===== config.mk =====
export PLATFORM = sky130hd
export DESIGN_NAME = host_cmd_loader
export DESIGN_NICKNAME = d
export VERILOG_FILES = /design/src/rtl/tpu_host_pkg.sv /design/src/rtl/host_strobe_sync.sv /design/src/rtl/host_cmd_loader.sv
export SDC_FILE = /design/constraint.sdc
export NUM_CORES = 1
export LEC_CHECK = 0
export ABC_AREA = 0
export BUFFER_PORTS_ARGS = -buffer_cell sky130_fd_sc_hd__buf_2
export CORE_AREA = 2 2 71 73
export CTS_CLUSTER_SIZE = 10
export DETAILED_ROUTE_END_ITERATION = 12
export DIE_AREA = 0 0 73 75
export PLACE_DENSITY = 0.86
export SLEW_MARGIN = 30
export SYNTH_ARGS = -nofsm -noshare
export SYNTH_HDL_FRONTEND = slang
export SYNTH_SLANG_ARGS = --single-unit

===== constraint.sdc =====
create_clock -name clk -period 5.4 [get_ports clk]
set_clock_uncertainty 0.15 [all_clocks]
set_input_delay 0.54 -clock clk [delete_from_list [all_inputs] [get_ports clk]]
set_output_delay 0.54 -clock clk [all_outputs]
set_load 0.02 [all_outputs]

===== src/rtl/tpu_host_pkg.sv =====
// +----------------------------------------------------------------------+
// | tpu_host_pkg: opcodes, FSM encodings and status layout for the host   |
// | command loader.                                       Rev 1.0         |
// +----------------------------------------------------------------------+
`default_nettype none

package tpu_host_pkg;

  typedef enum logic [2:0] {
    OP_NOP   = 3'd0,
    OP_LOAD0 = 3'd1,
    OP_LOAD1 = 3'd2,
    OP_LOAD2 = 3'd3,
    OP_LOAD3 = 3'd4,
    OP_START = 3'd5,
    OP_CLR   = 3'd6,
    OP_READ  = 3'd7
  } host_op_e;

  localparam logic [0:0] IDLE = 1'b0;
  localparam logic [0:0] RUN  = 1'b1;

  localparam int STAT_DONE = 0;
  localparam int STAT_BUSY = 1;
  localparam int STAT_FULL = 2;
  localparam int STAT_ERR  = 3;

  localparam logic [7:0] STATUS_OE = 8'h0F;

endpackage

`default_nettype wire


===== src/rtl/host_strobe_sync.sv =====
// +----------------------------------------------------------------------+
// | host_strobe_sync: 2-flop synchroniser plus rising-edge pulse.         |
// |                                                       Rev 1.0         |
// +----------------------------------------------------------------------+
`default_nettype none

module host_strobe_sync (
  input  logic clk,
  input  logic rst_n,
  input  logic async_in,
  output logic pulse
);

  logic r_meta;
  logic r_sync;
  logic r_prev;

  always_ff @(posedge clk or negedge rst_n) begin
    if (!rst_n) begin
      r_meta <= 1'b0;
      r_sync <= 1'b0;
      r_prev <= 1'b0;
    end else begin
      r_meta <= async_in;
      r_sync <= r_meta;
      r_prev <= r_sync;
    end
  end

  assign pulse = r_sync & ~r_prev;

endmodule

`default_nettype wire


===== src/rtl/host_cmd_loader.sv =====
// +----------------------------------------------------------------------+
// | host_cmd_loader: strobe-qualified host command decoder with per-      |
// | target load pointers, start/done tracking and result readback. Rev 1.0|
// +----------------------------------------------------------------------+
`default_nettype none

module host_cmd_loader
  import tpu_host_pkg::*;
#(
  parameter int DATA_W  = 8,
  parameter int ADDR_W  = 4,
  parameter int NUM_TGT = 3
) (
  input  logic               clk,
  input  logic               rst_n,
  input  logic [DATA_W-1:0]  host_data,
  input  logic [2:0]         host_op,
  input  logic               host_valid,
  output logic               wr_en,
  output logic [NUM_TGT-1:0] wr_tgt,
  output logic [ADDR_W-1:0]  wr_addr,
  output logic [DATA_W-1:0]  wr_data,
  output logic               start,
  input  logic               core_done,
  output logic [ADDR_W-1:0]  rd_addr,
  input  logic [DATA_W-1:0]  rd_data,
  output logic [DATA_W-1:0]  data_out,
  output logic [3:0]         status,
  output logic [7:0]         status_oe
);

  localparam logic [2:0] C_NUM_TGT = 3'(NUM_TGT);

  logic              w_beat;
  logic [2:0]        w_idx;
  logic              w_is_load;
  logic              w_tgt_ok;
  logic              w_sel_full;

  logic [0:0]        r_state;
  logic [ADDR_W-1:0] r_ptr [NUM_TGT];
  logic [NUM_TGT-1:0] r_full;
  logic              r_err;
  logic              r_busy;
  logic              r_done;

  host_strobe_sync u_sync (
    .clk      (clk),
    .rst_n    (rst_n),
    .async_in (host_valid),
    .pulse    (w_beat)
  );

  // LOADk opcodes are k+1, so the target index is simply op-1.
  assign w_idx     = host_op - 3'd1;
  assign w_is_load = (host_op != OP_NOP) && (host_op <= OP_LOAD3);
  assign w_tgt_ok  = (w_idx < C_NUM_TGT);

  always_comb begin
    w_sel_full = 1'b0;
    for (int k = 0; k < NUM_TGT; k++) begin
      if (w_idx == 3'(k)) w_sel_full = r_full[k];
    end
  end

  always_ff @(posedge clk or negedge rst_n) begin
    if (!rst_n) begin
      wr_en     <= 1'b0;
      wr_tgt    <= '0;
      wr_addr   <= '0;
      wr_data   <= '0;
      start     <= 1'b0;
      rd_addr   <= '0;
      data_out  <= '0;
      status_oe <= 8'h00;
      r_state   <= IDLE;
      r_full    <= '0;
      r_err     <= 1'b0;
      r_busy    <= 1'b0;
      r_done    <= 1'b0;
      for (int k = 0; k < NUM_TGT; k++) r_ptr[k] <= '0;
    end else begin
      status_oe <= STATUS_OE;
      wr_en     <= 1'b0;
      start     <= 1'b0;

      if ((r_state == RUN) && core_done) begin
        r_state <= IDLE;
        r_busy  <= 1'b0;
        r_done  <= 1'b1;
      end

      // A beat is judged against the state held before this edge.
      if (w_beat) begin
        if (w_is_load) begin
          if (!w_tgt_ok || (r_state == RUN) || w_sel_full) begin
            r_err <= 1'b1;
          end else begin
            wr_en   <= 1'b1;
            wr_data <= host_data;
            wr_tgt  <= '0;
            for (int k = 0; k < NUM_TGT; k++) begin
              if (w_idx == 3'(k)) begin
                wr_tgt[k] <= 1'b1;
                wr_addr   <= r_ptr[k];
                r_ptr[k]  <= r_ptr[k] + ADDR_W'(1);
                if (r_ptr[k] == '1) r_full[k] <= 1'b1;
              end
            end
          end
        end else begin
          case (host_op)
            OP_START: begin
              if (r_state == IDLE) begin
                start   <= 1'b1;
                r_state <= RUN;
                r_busy  <= 1'b1;
                r_done  <= 1'b0;
              end else begin
                r_err <= 1'b1;
              end
            end
            OP_CLR: begin
              for (int k = 0; k < NUM_TGT; k++) r_ptr[k] <= '0;
              r_full  <= '0;
              rd_addr <= '0;
              r_err   <= 1'b0;
            end
            OP_READ: begin
              if (r_state == IDLE) begin
                data_out <= rd_data;
                rd_addr  <= rd_addr + ADDR_W'(1);
              end else begin
                r_err <= 1'b1;
              end
            end
            default: ;
          endcase
        end
      end
    end
  end

  assign status = {r_err, |r_full, r_busy, r_done};

endmodule

`default_nettype wire


=== After elaboration in Yosys (flattened, before gate mapping) ===
Index checks and enable logic that the tools add are counted.

* Add/sub/neg operators: 5
* Magnitude comparators: 2
* Equal/unequal tests: 18
* Multiplexer cells: 52
* Bitwise gates (word level): 5
* Reductions and logical operators: 24

{| class="wikitable"
|+ Operator list
! kind !! number
|-
| 1-bit two-way mux || 37
|-
| 12-bit two-way mux || 3
|-
| 4-bit two-way mux || 7
|-
| 4-bit AND reduction || 7
|-
| 4-bit by 1-bit adder with 4-bit output (second input constant) || 4
|-
| 5-bit AND reduction || 3
|-
| 2-bit by 1-bit != test with 1-bit output (second input constant) || 7
|-
| 4-bit equality test (second input constant) || 3
|-
| 3-bit equality test (second input constant) || 3
|-
| 3-bit two-way mux || 3
|-
| 3-bit nonzero test || 3
|-
| 4-bit case mux with 2 select lines || 1
|-
| 2-bit != test (second input constant) || 2
|-
| 1-bit NOT || 4
|-
| 2-bit nonzero test || 2
|-
| 3-bit by 1-bit equality test with 1-bit output (second input constant) || 1
|-
| 3-bit by 2-bit equality test with 1-bit output (second input constant) || 1
|-
| 3-bit less-or-equal comparator (second input constant) || 1
|-
| 3-bit logical NOT || 1
|-
| 3-bit by 2-bit less-than comparator with 1-bit output (second input constant) || 1
|-
| 3-bit by 1-bit != test with 1-bit output (second input constant) || 1
|-
| 3-bit AND reduction || 1
|-
| 3-bit OR reduction || 1
|-
| 3-bit by 1-bit subtractor with 3-bit output (second input constant) || 1
|-
| 6 further kinds || 8
|}

* Bits in registers: 52
* Input bits: 23
* Output and inout bits: 41
* Word-level logic and storage cells: 127

=== Depth between registers and ports, before layout ===
* Depth in word-level cells: 9
* Mapped depth: 9

=== Cells and area by module ===
Synthesis repeated with hierarchy kept, for this count alone.

* Cells, all modules: 232
* Area total of the unflattened synthesis: 2636.3 um^2

{| class="wikitable"
|+ By module, submodules not included
! module !! instances !! cells each !! area each (um^2)
|-
| host_cmd_loader || 1 || 228 || 2547.4
|-
| host_strobe_sync || 1 || 4 || 88.8
|}

=== Worst setup path before layout ===
No wires, ideal clock.

* Path type: input to register
* Start point: input port host_op[0]
* End point: register wr_addr[0]
* Data arrival time: 2.292 ns
* Path slack: 2.833 ns
* Stages: 8
* Buffers on the path: 1
* Cell sequence: inv_1 -> ha_1 -> buf_2 -> a21oi_2 -> a21oi_2 -> nor4_4 -> o31a_2 -> mux2_2

* Longest elaborated chain between the ends: 8
* Elaborated cells between the ends (all ways): 19
* Classes of those cells: 1 x add/sub; 2 x order compare; 2 x eq/ne; 5 x mux; 1 x bitwise; 8 x reduce/logical

{| class="wikitable"
|+ RTL lines
! what !! RTL line !! RTL
|-
| start, declared || host_cmd_loader.sv:17 || <nowiki>input logic [2:0] host_op,</nowiki>
|-
| 3-bit by 1-bit subtractor with 3-bit output || host_cmd_loader.sv:55 || <nowiki>assign w_idx = host_op - 3'd1;</nowiki>
|-
| 3-bit logical NOT || host_cmd_loader.sv:62, host_cmd_loader.sv:103 ||
|-
| 1-bit two-way mux (3 in a row) || host_cmd_loader.sv:62 || <nowiki>if (w_idx == 3'(k)) w_sel_full = r_full[k];</nowiki>
|-
| 1-bit logical OR || host_cmd_loader.sv:96 || <nowiki>if (!w_tgt_ok || (r_state == RUN) || w_sel_full) begin</nowiki>
|-
| 1-bit NOT (no line) || -- ||
|-
| 4-bit AND reduction (no line) || -- ||
|-
| end signal, assigned || host_cmd_loader.sv:105 || <nowiki>wr_addr <= r_ptr[k];</nowiki>
|-
| end, declared || host_cmd_loader.sv:21 || <nowiki>output logic [ADDR_W-1:0] wr_addr,</nowiki>
|}

Parallel ways exist; a longest one is shown, timed or not.
A chain may end at the register's enable or synchronous reset.

=== Worst setup path after layout ===
* Start point: input port host_op[0]
* End point: register rd_addr[0]

* Longest elaborated chain between the ends: 4
* Elaborated cells between the ends (all ways): 10
* Classes of those cells: 1 x order compare; 3 x eq/ne; 1 x mux; 1 x bitwise; 4 x reduce/logical

{| class="wikitable"
|+ RTL lines
! what !! RTL line !! RTL
|-
| 3-bit less-or-equal comparator or 3-bit nonzero test (tied branches) || host_cmd_loader.sv:56 || <nowiki>assign w_is_load = (host_op != OP_NOP) && (host_op <= OP_LOAD3);</nowiki>
|-
| 1-bit logical AND || host_cmd_loader.sv:56 ||
|-
| 1-bit NOT (no line) || -- ||
|-
| 4-bit AND reduction (no line) || -- ||
|-
| end signal, assigned || host_cmd_loader.sv:132 || <nowiki>rd_addr <= rd_addr + ADDR_W'(1);</nowiki>
|-
| end, declared || host_cmd_loader.sv:25 || <nowiki>output logic [ADDR_W-1:0] rd_addr,</nowiki>
|}

Parallel ways exist; a longest one is shown, timed or not.

==> results list <==
- Synthesized instance count: about 220
* Startpoint type of the worst setup path: input port
- Across all register-to-register paths, the minimum setup slack is 3110 ps.
- Number of resized instances in the post-cts repair step: 0
* Hold Violations, Final: 0
* IO Count: 64
- Leak: roughly 1.5 nW
- Post-CTS Hold Fix Bufs: 0
- Outcome: finished, final reports clean
- The core region is ~4700 um2.
- At the pin with the least slew margin, the transition time is 727 ps.
- Worst Path Arrival: between 2000 and 3000 ps
- Most frequently used flop master after synthesis: dfrtp_1
- Overflow after GRT: 0
- In the synthesized netlist the async set-or-reset flop fraction comes to 1.00.
- Clock-pin slew was measured on the worst setup and hold paths at 90 ps.
- The later pin in the worst-skew pair is clocked with a latency of 310 ps.
- Average vias per placed instance: 5.40
- Of the synthesized area, sequential elements account for 0.516.
- Setup bufs post-CTS: 0
* Final standard cell count with taps included and fillers excluded: between 300 and 400
- Power consumption: ~1 mW
- Clock tree synthesis selected as its root buffer the cell clkbuf_8.
* Setup TNS: 0 ps
* Per-cell routed wire length: between 10 and 15 um
* Overall global routing resource usage: 0.194
* Die Area: around 5500 um2
* Placed wire-length estimate after detailed placement: approximately 3600 um
- Max-slew headroom at the worst pin: 0.513
- Max-cap violations in this run came to 0.
- CTS tree: yes
- The synthesized netlist contains 47 unique library cells.
* Number of inserted filler cells in the final layout: about 380
- Most common library cell in the layout ignoring fill and taps: buf_2
- Final GP Congestion: slightly above 0.9
- Setup violations remaining at the end of the flow were counted as 0.
- The cell family contributing the most delay on the critical path is simple AND/OR/NAND/NOR gates.
- The critical path goes through buf_2 -> inv_1 -> ha_1 -> xor2_2 -> nand4_1 -> nor2_1 -> nor2_1 -> mux2_2.
* Via count: between 1,500 and 2,000
- A synthesized cell averages approximately 11 um2.
- Port Buf Inserts: between 50 and 60
* Hold WS: a little under 90 ps
- The library cells used most frequently in the layout, excluding fill and tap cells, are buf_2, dfrtp_1, mux2_2.
- Maximum number of pins on one net before global-route repair: 53
- Area added between synthesis and finish: 16.1%
* Final cycle utilization of the critical path: 0.516
- Number of flops mapped to enable cells by yosys: 0
* Synthesized area: 2520 um2
* Worst ir drop on vdd: just under 0.0003 V
* Instance count after placement with tap cells included: 323
* Clock buffer count from CTS: 5
- The worst path meets setup with between 2000 and 3000 ps of slack.
* Net total in the final layout: 309
- The clock tree synthesis step divided the H-tree into 2 levels.
* Worst slack at placement: between 2000 and 2500 ps
- From left edge to right edge, the die measures between 70 and 80 um.
- The count of nets left with antenna violations once routing finished came out at 0.
- The worst setup path is captured at a register.
- Count of clock tree sinks: 52
- The first global-routing pass estimated 8100 um of wire.
* Count of standard-cell rows: 25
- On the critical path, the stage with the largest delay is an instance of nand4_1.
- Yosys warnings: 0
- Most common cell type on the critical path: nor2_1
- Initial core utilization: 0.541
* Setup Crit Path Kind: input port to register
* Die Y-Extent: roughly 75 um
* Fraction of layout instances using a drive strength above 1: 0.360
- Detailed-routing iteration count for the pre-antenna-repair pass: 4
- First DRT Iteration DRCs: 82
- After detailed routing, the number of remaining DRC violations is 0.
* Required time of the critical path: about 5500 ps
* Max incr delay on CP: around 500 ps
- The initial antenna violation count is 0.
- Final max-slew violation count: 0
* Deepest clock path buffer count: 2
* Maximum operating frequency: 0.359 GHz
- Setup repair after global routing left no endpoint under its margin.
- Worst hold path type: input port to asynchronous set/reset pin
- The number of global-route vias before repair came to 1,779.
* Number of diodes: 0
- #FFs+latches synth: between 50 and 60
- Counting both buffers and inverters, the worst setup path holds a total of 2.
* Final wirelength: 4700 um
* Critical-path maximum fanout: 12
* Final critical-path required period: ~2800 ps
- Power density relative to cell area: 346 nW/um2
[power breakdown]
| part | switching (mW) | internal (mW) |
|---|---|---|
| Sequential | 0.0408 | 0.453 |
| Clock | 0.125 | 0.137 |
| Combinational | 0.152 | 0.104 |
| Total | 0.318 | 0.694 |
[cells in the mapped netlist (2+ instances only)]
library cell	instances	area, um2
a22oi_1	3	22.5
a22o_1	2	17.5
a21oi_1	6	30.0
nor2b_1	4	25.0
mux2_2	23	259
and2_1	2	12.5
o21bai_1	2	15.0
nor4_1	2	12.5
inv_1	7	26.3
a21o_1	2	15.0
conb_1	2	7.51
buf_4	10	75.1
a211oi_1	2	15.0
nand2_1	16	60.1
nor2_1	14	52.6
clkbuf_1	2	7.51
nand2b_1	4	25.0
xor2_1	2	17.5
o21ai_0	11	55.1
ha_1	9	113
a21oi_2	2	17.5
nand4_1	6	37.5
nand3_1	11	55.1
mux2i_1	3	30.0
buf_2	2	10.0
dfrtp_1	52	1300
[metrics by stage]
step                      area (um2)  utilization
after global routing            2930        0.628
after detailed placement        2810        0.603
after floorplan                 2530            -
final                           2930        0.628
after global placement          2800        0.601
after CTS                       2920        0.627
[per-layer routing]
| layer | vias up | share of wire | track usage | wire length, um |
|---|---|---|---|---|
| li1 | 881 | - | - | - |
| met1 | 857 | 0.45 | 0.252 | 2120 |
| met2 | 48 | 0.48 | 0.317 | 2240 |
| met3 | 7 | 0.059 | 0.0643 | 276 |
| met4 | 0 | 0.012 | 0.0473 | 57 |
| met5 | - | 0 | 0 | 0 |
[path summary, 6_finish.rpt]
check / from / cells past startpoint / end
min in group clk: host_valid / 1 / u_sync.r_meta
min: rst_n / 1 / wr_addr[2]
max reg2reg: u_sync.r_prev / 5 / r_ptr[11]
max: host_op[0] / 8 / rd_addr[0]
min reg2reg: u_sync.r_meta / 0 / u_sync.r_sync
max in group asynchronous: rst_n / 1 / wr_data[3]
[cells by family (layout without fill, tap and decap cells)]
logic type	count (synthesis)	in the layout	share of synthesized area
flip-flops	52	52	0.516
XOR/XNOR	4	4	0.0169
AO/OA/AOI/OAI	37	37	0.101
other	2	5	0.00298
adder cells (fa/ha/maj)	9	9	0.0446
buffers and inverters	22	75	0.0516
AND/OR/NAND/NOR	70	70	0.152
multiplexers	26	26	0.115
[worst reg2reg max path, delay by kind of cell, from the launching register on]
family           cells  cell delay, ps
and+or+nand+nor      4            1490
muxes                1             150
DFF                  1             390
[final cells by class]
cell class	count	area [um2]	area share
sequential	52	1300	0.444
inverter	7	26.3	0.00897
clock inverter	3	42.5	0.0145
multi-input combinational	151	1120	0.381
clock buffer	5	68.8	0.0235
timing repair buffer	60	305	0.104
tap	54	67.6	0.0231
[sequential cells by signal (all words and copies together), names as in the netlist, 3 cells and up]
| register | cells |
|---|---|
| wr_addr | 4 |
| rd_addr | 4 |
| wr_data | 8 |
| wr_tgt | 3 |
| r_ptr | 12 |
| data_out | 8 |
| r_full | 3 |
(Power assumes the default switching activity.)
